`config.mk`:
```
export PLATFORM = sky130hd
export DESIGN_NAME = prewish_mask_blinker
export DESIGN_NICKNAME = d
export VERILOG_FILES = /design/src/rtl/prewish_mask_blinker_pkg.sv /design/src/rtl/prewish_mask_blinker_tick_gen.sv /design/src/rtl/prewish_mask_blinker.sv
export SDC_FILE = /design/constraint.sdc
export NUM_CORES = 1
export LEC_CHECK = 0
export CAP_MARGIN = 20
export CORE_ASPECT_RATIO = 1.1
export CORE_UTILIZATION = 66
export CTS_CLUSTER_SIZE = 24
export DETAILED_ROUTE_END_ITERATION = 6
export DONT_BUFFER_PORTS = 1
export PLACE_DENSITY = 0.82
export SLEW_MARGIN = 15
export SYNTH_ARGS = -nofsm -noshare
export SYNTH_HDL_FRONTEND = slang
export SYNTH_SLANG_ARGS = --single-unit
```
`constraint.sdc`:
```
create_clock -name CLK_I -period 3.4 [get_ports CLK_I]
set_input_delay 0.34 -clock CLK_I [delete_from_list [all_inputs] [get_ports CLK_I]]
set_output_delay 0.34 -clock CLK_I [all_outputs]
set_load 0.05 [all_outputs]
```
`src/rtl/prewish_mask_blinker_pkg.sv`:
```
// Shared types and constants for the mask blinker: state encoding, mask width,
// default prescale and the wrapping bit-index step.
package prewish_mask_blinker_pkg;

  typedef enum logic {
    PW_IDLE = 1'b0,
    PW_RUN  = 1'b1
  } pw_state_e;

  localparam int MASK_W           = 8;
  localparam int TICK_DIV_DEFAULT = 3_000_000;

  // Playback runs MSB first; index 0 wraps back to 7.
  function automatic logic [2:0] next_idx(input logic [2:0] idx);
    return idx - 3'd1;
  endfunction

endpackage

```
`src/rtl/prewish_mask_blinker_tick_gen.sv`:
```
// Prescaler: 1-cycle TICK_O on terminal count while enabled; a clear restarts the
// count at 0 and suppresses the tick in that cycle.
module prewish_tick_gen #(
  parameter int TICK_DIV = 3_000_000
) (
  input  logic CLK_I,
  input  logic RST_I,
  input  logic CLR_I,
  input  logic EN_I,
  output logic TICK_O
);

  localparam int PW = (TICK_DIV > 1) ? $clog2(TICK_DIV) : 1;
  localparam logic [PW-1:0] LAST = PW'(TICK_DIV - 1);
  localparam logic [PW-1:0] ONE  = PW'(1);

  logic [PW-1:0] presc;

  always_ff @(posedge CLK_I) begin
    if (RST_I || CLR_I || !EN_I) presc <= '0;
    else if (presc == LAST)      presc <= '0;
    else                         presc <= presc + ONE;
  end

  assign TICK_O = EN_I && !CLR_I && (presc == LAST);

endmodule

```
`src/rtl/prewish_mask_blinker.sv`:
```
// Plays an 8-bit blink mask on one LED, MSB first, one bit per TICK_DIV cycles,
// looping until a new mask is strobed in. All outputs are registered.
module prewish_mask_blinker
  import prewish_mask_blinker_pkg::*;
#(
  parameter int TICK_DIV = TICK_DIV_DEFAULT
) (
  input  logic              CLK_I,
  input  logic              RST_I,
  input  logic              STB_I,
  input  logic [MASK_W-1:0] DAT_I,
  output logic              ACK_O,
  output logic              LED_O,
  output logic              BUSY_O,
  output logic              WRAP_O
);

  pw_state_e         state_q, state_d;
  logic              stb_d;
  logic              load;
  logic              tick;
  logic [MASK_W-1:0] mask_reg;
  logic [2:0]        bit_idx;
  logic [2:0]        nidx;
  logic              ack, led, busy, wrap;

  // A held strobe loads only once; it must drop before the next load.
  assign load = STB_I && !stb_d;
  assign nidx = next_idx(bit_idx);

  prewish_tick_gen #(.TICK_DIV(TICK_DIV)) u_tick (
    .CLK_I  (CLK_I),
    .RST_I  (RST_I),
    .CLR_I  (load),
    .EN_I   (state_q == PW_RUN),
    .TICK_O (tick)
  );

  always_comb begin
    state_d = state_q;
    case (state_q)
      PW_IDLE: if (load) state_d = PW_RUN;
      PW_RUN:  state_d = PW_RUN;
      default: state_d = PW_IDLE;
    endcase
  end

  always_ff @(posedge CLK_I) begin
    if (RST_I) begin
      state_q  <= PW_IDLE;
      stb_d    <= 1'b0;
      mask_reg <= '0;
      bit_idx  <= 3'd7;
      ack      <= 1'b0;
      led      <= 1'b0;
      busy     <= 1'b0;
      wrap     <= 1'b0;
    end else begin
      state_q <= state_d;
      stb_d   <= STB_I;
      ack     <= load;
      busy    <= (state_d == PW_RUN);
      wrap    <= 1'b0;
      if (load) begin
        mask_reg <= DAT_I;
        bit_idx  <= 3'd7;
        led      <= DAT_I[MASK_W-1];
      end else if (state_q == PW_RUN) begin
        if (tick) begin
          bit_idx <= nidx;
          led     <= mask_reg[nidx];
          wrap    <= (bit_idx == 3'd0);
        end
      end else begin
        led <= 1'b0;
      end
    end
  end

  assign ACK_O  = ack;
  assign LED_O  = led;
  assign BUSY_O = busy;
  assign WRAP_O = wrap;

endmodule

```
==> results of run 1 <==
worst register-to-register path: stages, from the launching register on:
cell	delay, ps
dfxtp_1	390
ha_1	240
nand3_2	190
or4_1	600
o211ai_1	230
buf_4	290
a21oi_1	80
path summary, 6_finish.rpt:
kind | start | to | slack, ps | depth (start not counted)
setup / recovery | u_tick.presc[0] | u_tick.presc[21] | 1260 | 6
hold / removal | RST_I | stb_d | 50 | 1
setup reg to reg | u_tick.presc[0] | u_tick.presc[21] | 1260 | 6
hold reg to reg | u_tick.presc[0] | u_tick.presc[0] | 480 | 1
metrics by stage:
| stage | area (um^2) | cells | total power [mW] |
|---|---|---|---|
| after floorplan | 1750 | 185 | 0.499 |
| after global placement | 1740 | 213 | 0.502 |
| after detailed placement | 1740 | 213 | 0.504 |
| after CTS | 1820 | 221 | 0.793 |
| after global routing | 1820 | 221 | 0.816 |
| final | 1820 | 221 | 0.789 |
cell usage in the layout, fill, tap and decap left out, types with 3 or more instances in the layout:
cell type | netlist | layout
a22o_1 | 8 | 8
or3_1 | 3 | 3
xor2_1 | 3 | 3
nand2_1 | 11 | 11
nor4_1 | 7 | 7
inv_1 | 7 | 7
xnor2_1 | 11 | 11
clkbuf_4 | 0 | 5
nand3_1 | 8 | 8
and3_1 | 3 | 3
dfxtp_1 | 38 | 38
nand4_1 | 6 | 6
nor2b_1 | 3 | 3
o21ai_0 | 6 | 6
nor2_1 | 22 | 22
nor3_1 | 4 | 4
a21oi_1 | 6 | 6
ha_1 | 3 | 3
cell families after synthesis:
group / count (synthesis)
buffers and inverters: 11
adder cells (fa/ha/maj): 3
AO/OA/AOI/OAI: 29
multiplexers: 4
flip-flops: 38
AND/OR/NAND/NOR: 86
XOR/XNOR: 14
power by group through the flow:
stage               logic, mW  clock network [mW]  registers [mW]
floorplan              0.0224                   0           0.476
CTS                    0.0256               0.299           0.468
global placement       0.0245                   0           0.478
detailed placement     0.0255                   0           0.478
global route           0.0282               0.319           0.469
finish                 0.0256               0.296           0.468
final cells by class:
cell class / instances / share of cell area (%)
multi-input combinational: 136 / 50.0
sequential: 38 / 41.9
clock buffer: 7 / 2.48
tap: 31 / 2.13
clock inverter: 1 / 1.65
inverter: 7 / 1.45
timing repair buffer: 1 / 0.413
routing by layer:
| metal | GRT usage (%) | vias up | share of wire, % |
|---|---|---|---|
| met5 | 0 | - | 0 |
| met4 | 13.5 | 0 | 2.6 |
| met3 | 6.83 | 9 | 4.3 |
| met2 | 39.5 | 42 | 48 |
| met1 | 29.4 | 674 | 45 |
| li1 | - | 686 | - |
==> metrics.cfg, run 1 <==
[floorplan]
fp-row-count = 19
ios = 15
dieArea_um2 = 2860
start_util_pct = 70.0
die_w_um = 51.1
core_area_um2 = 2500
die_h_um = 56.0

[critical_path]
worstPathArrival_ps = 2360
critPathMaxStageDelay_ps = 600
crit_required_ps = 3610
critical_path.top_delay_family = simple AND/OR/NAND/NOR gates
cp-end-kind = register
cpMaxStageDelayCell = or4_1
cp.buffers_inverters = 1
setup.worst_path.class = register to register
critPathLaunchType = register
crit_chain = ha_1 -> nand3_2 -> or4_1 -> o211ai_1 -> buf_4 -> a21oi_1
critPathMaxFanout = 22

[hold_path]
hold_path_class = primary input to register

[timing]
grt_setup_unrepaired = no
fmax_ghz = 0.467
holdWs_ps = 54.5
relSlewSlack_pct = 56.9
min_period_ps = 2140
tightestPinTransition_ps = 644
post-route-period-util_pct = 63.0
worst_slack_ps = 1260
finalHoldViolCount = 0
finClkSkew_ps = 11.9
fin_setup_tns_ps = 0
finalMaxSlewViolations = 0
setup_viol = 0

[synthesis]
yosysWarningCount = 0
syn_inst = 185
synth_common_cells = dfxtp_1, nor2_1, nand2_1, xnor2_1
synth_fa_ha_area_share_pct = 2.15
synth_top_family_by_area = simple AND/OR/NAND/NOR gates
yosys.area_share.xor_xnor_pct = 7.02
synth_most_common_cell = dfxtp_1
avgSynthCellArea_um2 = 9.45
ys_types = 45
ys_ff_latch = 38
synth.mux.area_fraction_pct = 3.79
synth.top_cell.area_share_pct = 43.5
synth_area_leaders = dfxtp_1, xnor2_1, nor2_1, a22o_1, mux4_2
synth.yosys.seq_area_share_pct = 43.5
syn-num-nets = 199
synth_top_cell_by_area = dfxtp_1
yosys.area_share.simple_pct = 27.6
postSynth.asyncResetShare_pct = 0
synth-main-ff-cell = dfxtp_1
syn_area_um2 = 1750
synth_edf_count = 0
synth_compound_area_share_pct = 11.4

[drt]
wl_per_cell_um = 14.5
first_iter_violations = 45
routed_wl_mm = 3.21
post-route-drc-count = 0
first_pass_iters = 4
antenna_left = 0
vias = 1411
routed_via_density = 6.38

[final_layout]
largest_reg_flops = 22
syn_to_final_growth_pct = 3.94
drive_gt1_share_pct = 9.47
multi_input_area_um2 = 908
num-nets-final = 203
fill_cells = 199
regArea_um2 = 761
antenna_cells = 0
final_util_pct = 72.8

[clocking]
clock_path_buffers = 2
tritoncts = done
root_buffer = clkbuf_4
clkTransAtPathRegs_ps = 100
h-tree-depth = 2
cts.sink_count = 38
clk_latency_ps = 340
numCtsBuffers = 5
post_cts_resized = 0
cts_hold_buffers = 0
post_cts_buffers = 0

[placement]
dp_hpwl_mm = 2.30
portBuffers = 0
dp_worst_setup_slack_ps = 1320
routabilityCongestion = 0.886

[global_route]
grt_max_degree = 23
grt_pass1_wl_mm = 5.32
grt_pass1_vias = 1309
grt_util_all_layers_pct = 24.7
antenna_found_initial = 0
grt-ovfl-total = 0

[pwr]
comb_power_share_pct = 3.2
internal-power_mw = 0.622
p_leak_nw = 0.587
sw_frac_of_total_pct = 21.2
power.switching_mw = 0.167
clockPowerShare_pct = 37.5
peakVddDrop_v = 0.000376
p_per_area_nw_per_um2 = 434
seqPwrFrac_pct = 59.3

[status]
outcome = finished clean

[run]
max_cap_violations = 0

Note: power is estimated with default switching activity, not from simulation.
==> run 2, diff against run 1 <==
--- a/config.mk
+++ b/config.mk
@@ -7,11 +7,11 @@
 export LEC_CHECK = 0
 export CAP_MARGIN = 20
 export CORE_ASPECT_RATIO = 1.1
-export CORE_UTILIZATION = 66
+export CORE_UTILIZATION = 55
 export CTS_CLUSTER_SIZE = 24
 export DETAILED_ROUTE_END_ITERATION = 6
 export DONT_BUFFER_PORTS = 1
-export PLACE_DENSITY = 0.82
+export PLACE_DENSITY = 0.73
 export SLEW_MARGIN = 15
 export SYNTH_ARGS = -nofsm -noshare
 export SYNTH_HDL_FRONTEND = slang
==> constraint.sdc (replaced) <==
create_clock -name CLK_I -period 1.9 [get_ports CLK_I]
set_input_delay 0.19 -clock CLK_I [delete_from_list [all_inputs] [get_ports CLK_I]]
set_output_delay 0.19 -clock CLK_I [all_outputs]
set_load 0.05 [all_outputs]
==> run 2 against run 1 <==
Against the previous run: die area grew 19%; largest cell class unchanged; largest power group unchanged; sequential power grew 77%; sequential share of layout area shrank 5.2 points.
==> metrics.cfg, run 2 (same netlist as run 1, synthesis figures left out) <==
[drt]
wl_per_cell_um = 16.3
vias = 1587
first_iter_violations = 69
routed_wl_mm = 4.18
first_pass_iters = 4
post-route-drc-count = 0
antenna_left = 0
routed_via_density = 6.20

[critical_path]
startpoint = u_tick.presc[15]
crit_chain = nand2_1 -> or4_4 -> o211ai_1 -> buf_4 -> buf_4 -> nor2_1
cp.buffers_inverters = 2
cpMaxStageDelayCell = or4_4
critPathMaxStageDelay_ps = 580
worstPathArrival_ps = 2130
crit_required_ps = 2150
cpMostUsedCell = buf_4
setup.worst_path.class = register to register
critical_path.top_delay_family = simple AND/OR/NAND/NOR gates
critPathMaxFanout = 6
critPathLaunchType = register
cp-end-kind = register
r2r_start = u_tick.presc[15]

[clocking]
tritoncts = done
root_buffer = clkbuf_4
clock_path_buffers = 2
clkTransAtPathRegs_ps = 130
numCtsBuffers = 5
h-tree-depth = 2
cts.sink_count = 38
clk_latency_ps = 360

[floorplan]
fp-row-count = 21
start_util_pct = 57.3
ios = 15
core_area_um2 = 3050
dieArea_um2 = 3410
die_h_um = 61.1
die_w_um = 55.8

[timing]
min_period_ps = 1880
finalHoldViolCount = 0
fmax_ghz = 0.532
finClkSkew_ps = 16.8
tightestPinTransition_ps = 586
relSlewSlack_pct = 60.8
grt_setup_unrepaired = yes
setup_viol = 0
fin_setup_tns_ps = 0
finalMaxSlewViolations = 0
post-route-period-util_pct = 98.9

[final_layout]
num-nets-final = 235
syn_to_final_growth_pct = 21.1
layout_commonest_cell = dfxtp_1
largest_reg_flops = 22
layout_common_cells = dfxtp_1, nor2_1, buf_4
drive_gt1_share_pct = 24.8
antenna_cells = 0
final_util_pct = 69.5
regArea_um2 = 776
fill_cells = 225
multi_input_area_um2 = 941

[global_route]
antenna_found_initial = 0
grt_max_degree = 14
grt-ovfl-total = 0
grt_pass1_wl_mm = 6.69
grt_pass1_vias = 1567
grt_util_all_layers_pct = 25.9

[run]
max_cap_violations = 0

[status]
outcome = finished clean

[placement]
portBuffers = 0
routabilityCongestion = 0.847
dp_hpwl_mm = 2.72

[pwr]
p_leak_nw = 0.732
p_per_area_nw_per_um2 = 640
peakVddDrop_v = 0.000521

[hold_path]
min_from = RST_I
hold_path_class = primary input to register

run 2: area by class of cell:
class | instances | area share, %
Multi-Input combinational cell | 136 | 44.4
Sequential cell | 38 | 36.6
Timing Repair Buffer | 33 | 12.9
Tap cell | 34 | 2.01
Clock buffer | 5 | 1.77
Inverter | 7 | 1.24
Clock inverter | 3 | 1.00
run 2: per-stage QoR:
| stage | hold WS, ps | area, um^2 | std cells | setup WS [ps] | power, mW |
|---|---|---|---|---|---|
| after floorplan | 262 | 1750 | 185 | 18.5 | 0.893 |
| after global placement | 265 | 1880 | 234 | 77.1 | 0.909 |
| after detailed placement | 265 | 1880 | 234 | 4.46 | 0.912 |
| after CTS | 10.3 | 2090 | 255 | 2.53 | 1.35 |
| after global routing | 8.29 | 2120 | 256 | -18.9 | 1.40 |
| final | 20.0 | 2120 | 256 | 21.5 | 1.35 |
run 2: report_power, final:
group          internal, mW  total (mW)  switching (mW)
registers             0.812       0.827          0.0153
clock network         0.144       0.431           0.287
logic                0.0469      0.0964          0.0496
total                  1.00        1.35           0.352
run 2: layer usage:
metal	GRT usage, %	vias up	routed length, um
met5	0	-	0
met4	14.6	0	132
met3	6.72	15	218
met2	49.4	56	2180
met1	26.5	764	1650
li1	-	752	-
run 2: final timing paths:
check	slack [ps]	to	cells after the start
setup / recovery	20	u_tick.presc[9]	6
hold / removal	20	BUSY_O	2
setup reg to reg	20	u_tick.presc[9]	6
hold reg to reg	500	mask_reg[7]	1
run 2: what timing repair did:
item	in CTS	in global routing
setup buffers	1	0
cloned	2	0
resized for setup	6	13
pin swaps	1	3
endpoints found under the hold margin	11	1
hold buffers	10	1
setup endpoints to repair	10	23
==> patch 1, RTL diff (flow settings as in run 1) <==
Change the package constant `MASK_W` from 8 to 10.
--- a/src/rtl/prewish_mask_blinker_pkg.sv
+++ b/src/rtl/prewish_mask_blinker_pkg.sv
@@ -8,5 +8,5 @@
   } pw_state_e;
 
-  localparam int MASK_W           = 8;
+  localparam int MASK_W           = 10;
   localparam int TICK_DIV_DEFAULT = 3_000_000;
 
Ports: changed (resized DAT_I); port bits go from 15 to 17. No check against the original RTL was run, so the function may have changed too.
==> patch 1 against run 1 <==
Worst setup slack improved by 0.0096 ns; non-clock buffer count unchanged; total power decreased by 6.1%; final area decreased by 2.4%; sequential cell count unchanged; wire length increased by 1.5%; area after synthesis decreased by 2.4%; critical path depth decreased by 2; global-route usage increased by 2.3 points; core utilization increased by 2.9 points; hold slack improved by 0.0055 ns; highest routed layer unchanged.
==> patch 1: results (changes against run 1) <==
clock_tree:
  clkTransAtPathRegs_ns: 0.10  # about the same
  htree_levels: 2  # unchanged
  numCtsBuffers: 5  # unchanged
  cts_resized: 0  # unchanged
  clk_latency_ns: 0.35
  post_cts_buffers: 0  # unchanged
placement:
  place_congestion: 0.797  # was 0.886
  post-place-ws_ns: 1.33  # was 1.32 ns
  dp.final_hpwl_um: 2330  # was 2300 µm
  placed_cells: 206  # was 213
  io_buffers: 0  # unchanged
synthesis:
  yosys_warnings: 0  # unchanged
  synth_cells: 183  # was 185
  synthArstFlopShare_pct: 0  # unchanged
  synth_xor_area_share_pct: 5.13  # was 7.02%
  synthAdderAreaFrac_pct: 2.20  # was 2.15%
  synth.yosys.seq_area_share_pct: 44.6  # was 43.5%
  ys_top_cells_by_area: "dfxtp_1, a22o_1, o31ai_1"  # was dfxtp_1, xnor2_1, nor2_1
  ys_types: 41  # was 45
  netlist_top_cells_count: "dfxtp_1, nor2_1, a21oi_1, nand2_1"  # was dfxtp_1, nor2_1, nand2_1, xnor2_1
  synth_flop_cell: "dfxtp_1"  # unchanged
  muxShareOfSynthArea_pct: 3.23  # was 3.79%
  synth_compound_area_share_pct: 14.6  # was 11.4%
detailed_routing:
  met1_length_um: 1430  # was 1460 µm
  vias_per_cell: 6.38  # about the same
  finalWirelength_um: 3260  # was 3210 µm
  wl_met3_um: 177  # was 137 µm
  detail_route.wl_per_cell_um: 15.2  # was 14.5 µm
  maxUsedRoutingLayer: "met4"  # unchanged
  wl_met2_um: 1580  # was 1530 µm
  route.detailed.drc: 0  # unchanged
  drt_iter0_markers: 43  # was 45
finish:
  largest_reg_flops: 22  # unchanged
  drive_gt1_share_pct: 8.70  # was 9.47%
  fin_nets: 199  # was 203
  nFillCells: 174  # was 199
  diodes: 0  # unchanged
critical_path:
  path_delay_family: "simple AND/OR/NAND/NOR gates"  # unchanged
  cp_max_fo: 7  # was 22
  crit_slowest_cell: "or4_1"  # unchanged
  cpPeakStageDelay_ns: 0.55  # was 0.60 ns
  critPathArrivalTime_ns: 2.38  # was 2.36 ns
global_routing:
  grtUsageMet1_pct: 32.8  # was 29.4%
  use_met2_pct: 42.9  # was 39.5%
  grt_antenna_before_repair: 0  # unchanged
  grt_pass1_wl_um: 5650  # was 5320 µm
  grt_pass1_vias: 1300  # was 1309
  use_met3_pct: 9.92  # was 6.83%
  grtUsageTotal_pct: 27.0  # was 24.7%
  grt_max_degree: 21  # was 23
status:
  status: "finished, final reports clean"  # unchanged
power:
  seqPwrFrac_pct: 63.5  # was 59.3%
  vdd_drop_max_uv: 420  # was 376 µV
  p_sw_uw: 174  # was 167 µW
  cellLeakagePower_uw: 0.000579  # was 0.000587 µW
  pg_clk_uw: 242  # was 296 µW
timing:
  skew_ns: 0.00386  # was 0.0119 ns
  tightest_slew_ns: 0.678  # was 0.644 ns
hold_path:
  hp-class: "primary input to flip-flop"  # unchanged
patch 1: cell families after synthesis:
kind of cell,Yosys count
DFF,38
muxes,3
AOI/OAI and AO/OA,37
adders and majority gates,3
xor gates and xnor gates,10
and+or+nand+nor,77
buffers and inverters,15
patch 1: final timing paths:
kind,from,to,slack (ns),depth (start not counted)
min,RST_I,LED_O,0.06,1
max,u_tick.presc[11],bit_idx[1],1.27,4
min reg2reg,u_tick.presc[0],u_tick.presc[0],0.48,1
max reg2reg,u_tick.presc[11],bit_idx[1],1.27,4
patch 1: stage by stage:
step                hold WS, ns  utilization, %  area (µm²)  total power (µW)
global placement          0.422            73.1        1710               507
global route             0.0313            75.7        1770               779
finish                   0.0600            75.7        1770               741
CTS                      0.0545            75.7        1770               746
floorplan                 0.419               -        1710               503
detailed placement        0.427            73.1        1710               509
patch 1: final cells by class:
class                   count  area share [%]
multi-input cells         130            49.7
flip-flops and latches     38            42.9
clock buffers               7            3.11
well taps                  30            2.12
inverters                   7            1.48
repair buffers              1           0.423
clock inverters             1           0.282
==> patch 2, RTL diff (settings of run 1) <==
Without the edit above. Make the reset (`RST_I`) asynchronous in one clocked block.
--- a/src/rtl/prewish_mask_blinker.sv
+++ b/src/rtl/prewish_mask_blinker.sv
@@ -46,5 +46,5 @@
   end
 
-  always_ff @(posedge CLK_I) begin
+  always_ff @(posedge CLK_I or posedge RST_I) begin
     if (RST_I) begin
       state_q  <= PW_IDLE;
Check against the original RTL: differs if RST_I is asserted again (counterexample within 4 cycles, from zero or initial values and one cycle with RST_I high); with RST_I held inactive, the same outputs for 10 cycles.
==> patch 2 against run 1 <==
Core utilization increased by 2.4 points; critical path type unchanged; total power increased by 3.3%; worst setup slack got worse by 0.31 ns; area after synthesis increased by 6.0%; sequential cell count unchanged; wire length increased by 15%; final area increased by 7.2%.
==> patch 2: results (changes against run 1) <==
status:
  status: "finished, final reports clean"  # unchanged
synthesis:
  synth_cells: 198  # was 185
  netlist_top_cells_count: "nand2_1, dfxtp_1, nor2_1"  # was dfxtp_1, nor2_1, nand2_1, xnor2_1
  synth_compound_area_share_pct: 7.70  # was 11.4%
  synth_top_area_share_pct: 23.8  # was 43.5%
  synthAdderAreaFrac_pct: 2.03  # was 2.15%
  ys_types: 43  # was 45
  synthArstFlopShare_pct: 42.1  # was 0%
  synth.yosys.seq_area_share_pct: 45.6  # was 43.5%
  synth_nets: 212  # was 199
  synth_xor_area_share_pct: 6.14  # was 7.02%
  muxShareOfSynthArea_pct: 3.51  # was 3.79%
  ys_top_cells_by_area: "dfxtp_1, dfrtp_1, nand2_1"  # was dfxtp_1, xnor2_1, nor2_1
placement:
  post-place-ws_ns: 0.987  # was 1.32 ns
  place_congestion: 0.769  # was 0.886
  post_dp_cell_area_um2: 1850  # was 1740 µm²
  dp.final_hpwl_um: 2630  # was 2300 µm
finish:
  multi_input_comb_cells: 145  # was 136
  nFillCells: 193  # was 199
  final_cells: 233  # was 221
  clock_area_share_pct: 3.85  # was 4.13%
  buf_share_pct: 1.03  # was 0.413%
  largest_reg_flops: 22  # unchanged
  multi_input_area_um2: 936  # was 908 µm²
  buffers: 2  # was 1
  fin_nets: 215  # was 203
  nNonClkInverters: 9  # was 7
  drive_gt1_share_pct: 8.91  # was 9.47%
  ff_latch_area_um2: 845  # was 761 µm²
  seq_area_share_pct: 43.4  # was 41.9%
  seq_cell_count: 38  # unchanged
clock_tree:
  clk_latency_ns: 0.33
  clockRootBuffer: "clkbuf_4"  # unchanged
  cts_hold_buf: 1  # was 0
power:
  vdd_drop_max_uv: 371  # was 376 µV
  cellLeakagePower_uw: 0.000700  # was 0.000587 µW
  switching_share_pct: 22.0  # was 21.2%
timing:
  tightest_slew_ns: 0.772  # was 0.644 ns
  whs_ns: 0.103  # was 0.0545 ns
  skew_ns: 0.00605  # was 0.0119 ns
  layout_setup_ws_ns: 0.950  # was 1.26 ns
hold_path:
  hp-start: "DAT_I[2]"  # was RST_I
  hold_end: "mask_reg[2]"  # was stb_d
  hold_depth: 2  # was 1
critical_path:
  r2r_end: "u_tick.presc[8]"  # was u_tick.presc[21]
  critPathArrivalTime_ns: 2.65  # was 2.36 ns
  crit_slowest_cell: "nor4_1"  # was or4_1
  reg2reg_depth: 5  # was 6
  cpPeakStageDelay_ns: 0.71  # was 0.60 ns
  path_delay_family: "simple AND/OR/NAND/NOR gates"  # unchanged
global_routing:
  grt_pass1_wl_um: 6020  # was 5320 µm
  grtUsageTotal_pct: 27.4  # was 24.7%
  use_met3_pct: 6.13  # was 6.83%
  use_met2_pct: 48.1  # was 39.5%
  grtUsageMet1_pct: 31.4  # was 29.4%
  grt_pass1_vias: 1390  # was 1309
detailed_routing:
  vias_per_cell: 6.38  # about the same
  finalWirelength_um: 3680  # was 3210 µm
  drt_iter0_markers: 56  # was 45
die:
  core_um2: 2590  # was 2500 µm²
patch 2: cell types whose count changed after synthesis, moves of 4 or more:
cell,change
or4_1,+5
o31ai_1,+4
dfrtp_1,+13
dfxtp_1,-16
nor2_1,-6
a22o_1,-8
nand3_1,+5
nand4_1,-5
nand2_1,+22
patch 2: per-layer routing:
metal  routed length [µm]  share of wire, %
met1                 1540                42
met2                 1930                53
met3                  138               3.8
met4                   70               1.9
met5                    0                 0
patch 2: power groups by stage:
stage	Sequential (µW)	Combinational [µW]	Clock (µW)
after floorplan	489	33.3	0
after global placement	491	36.1	0
after detailed placement	493	39.2	0
after CTS	483	40.5	297
after global routing	486	46.5	316
final	483	41.4	292
patch 2: logic make-up (layout without fill, tap and decap cells):
logic type | Yosys count | in the layout
and+or+nand+nor | 103 | 103
DFF | 38 | 38
AOI/OAI and AO/OA | 22 | 22
buffers and inverters | 15 | 19
xor gates and xnor gates | 13 | 13
muxes | 4 | 4
adders and majority gates | 3 | 3
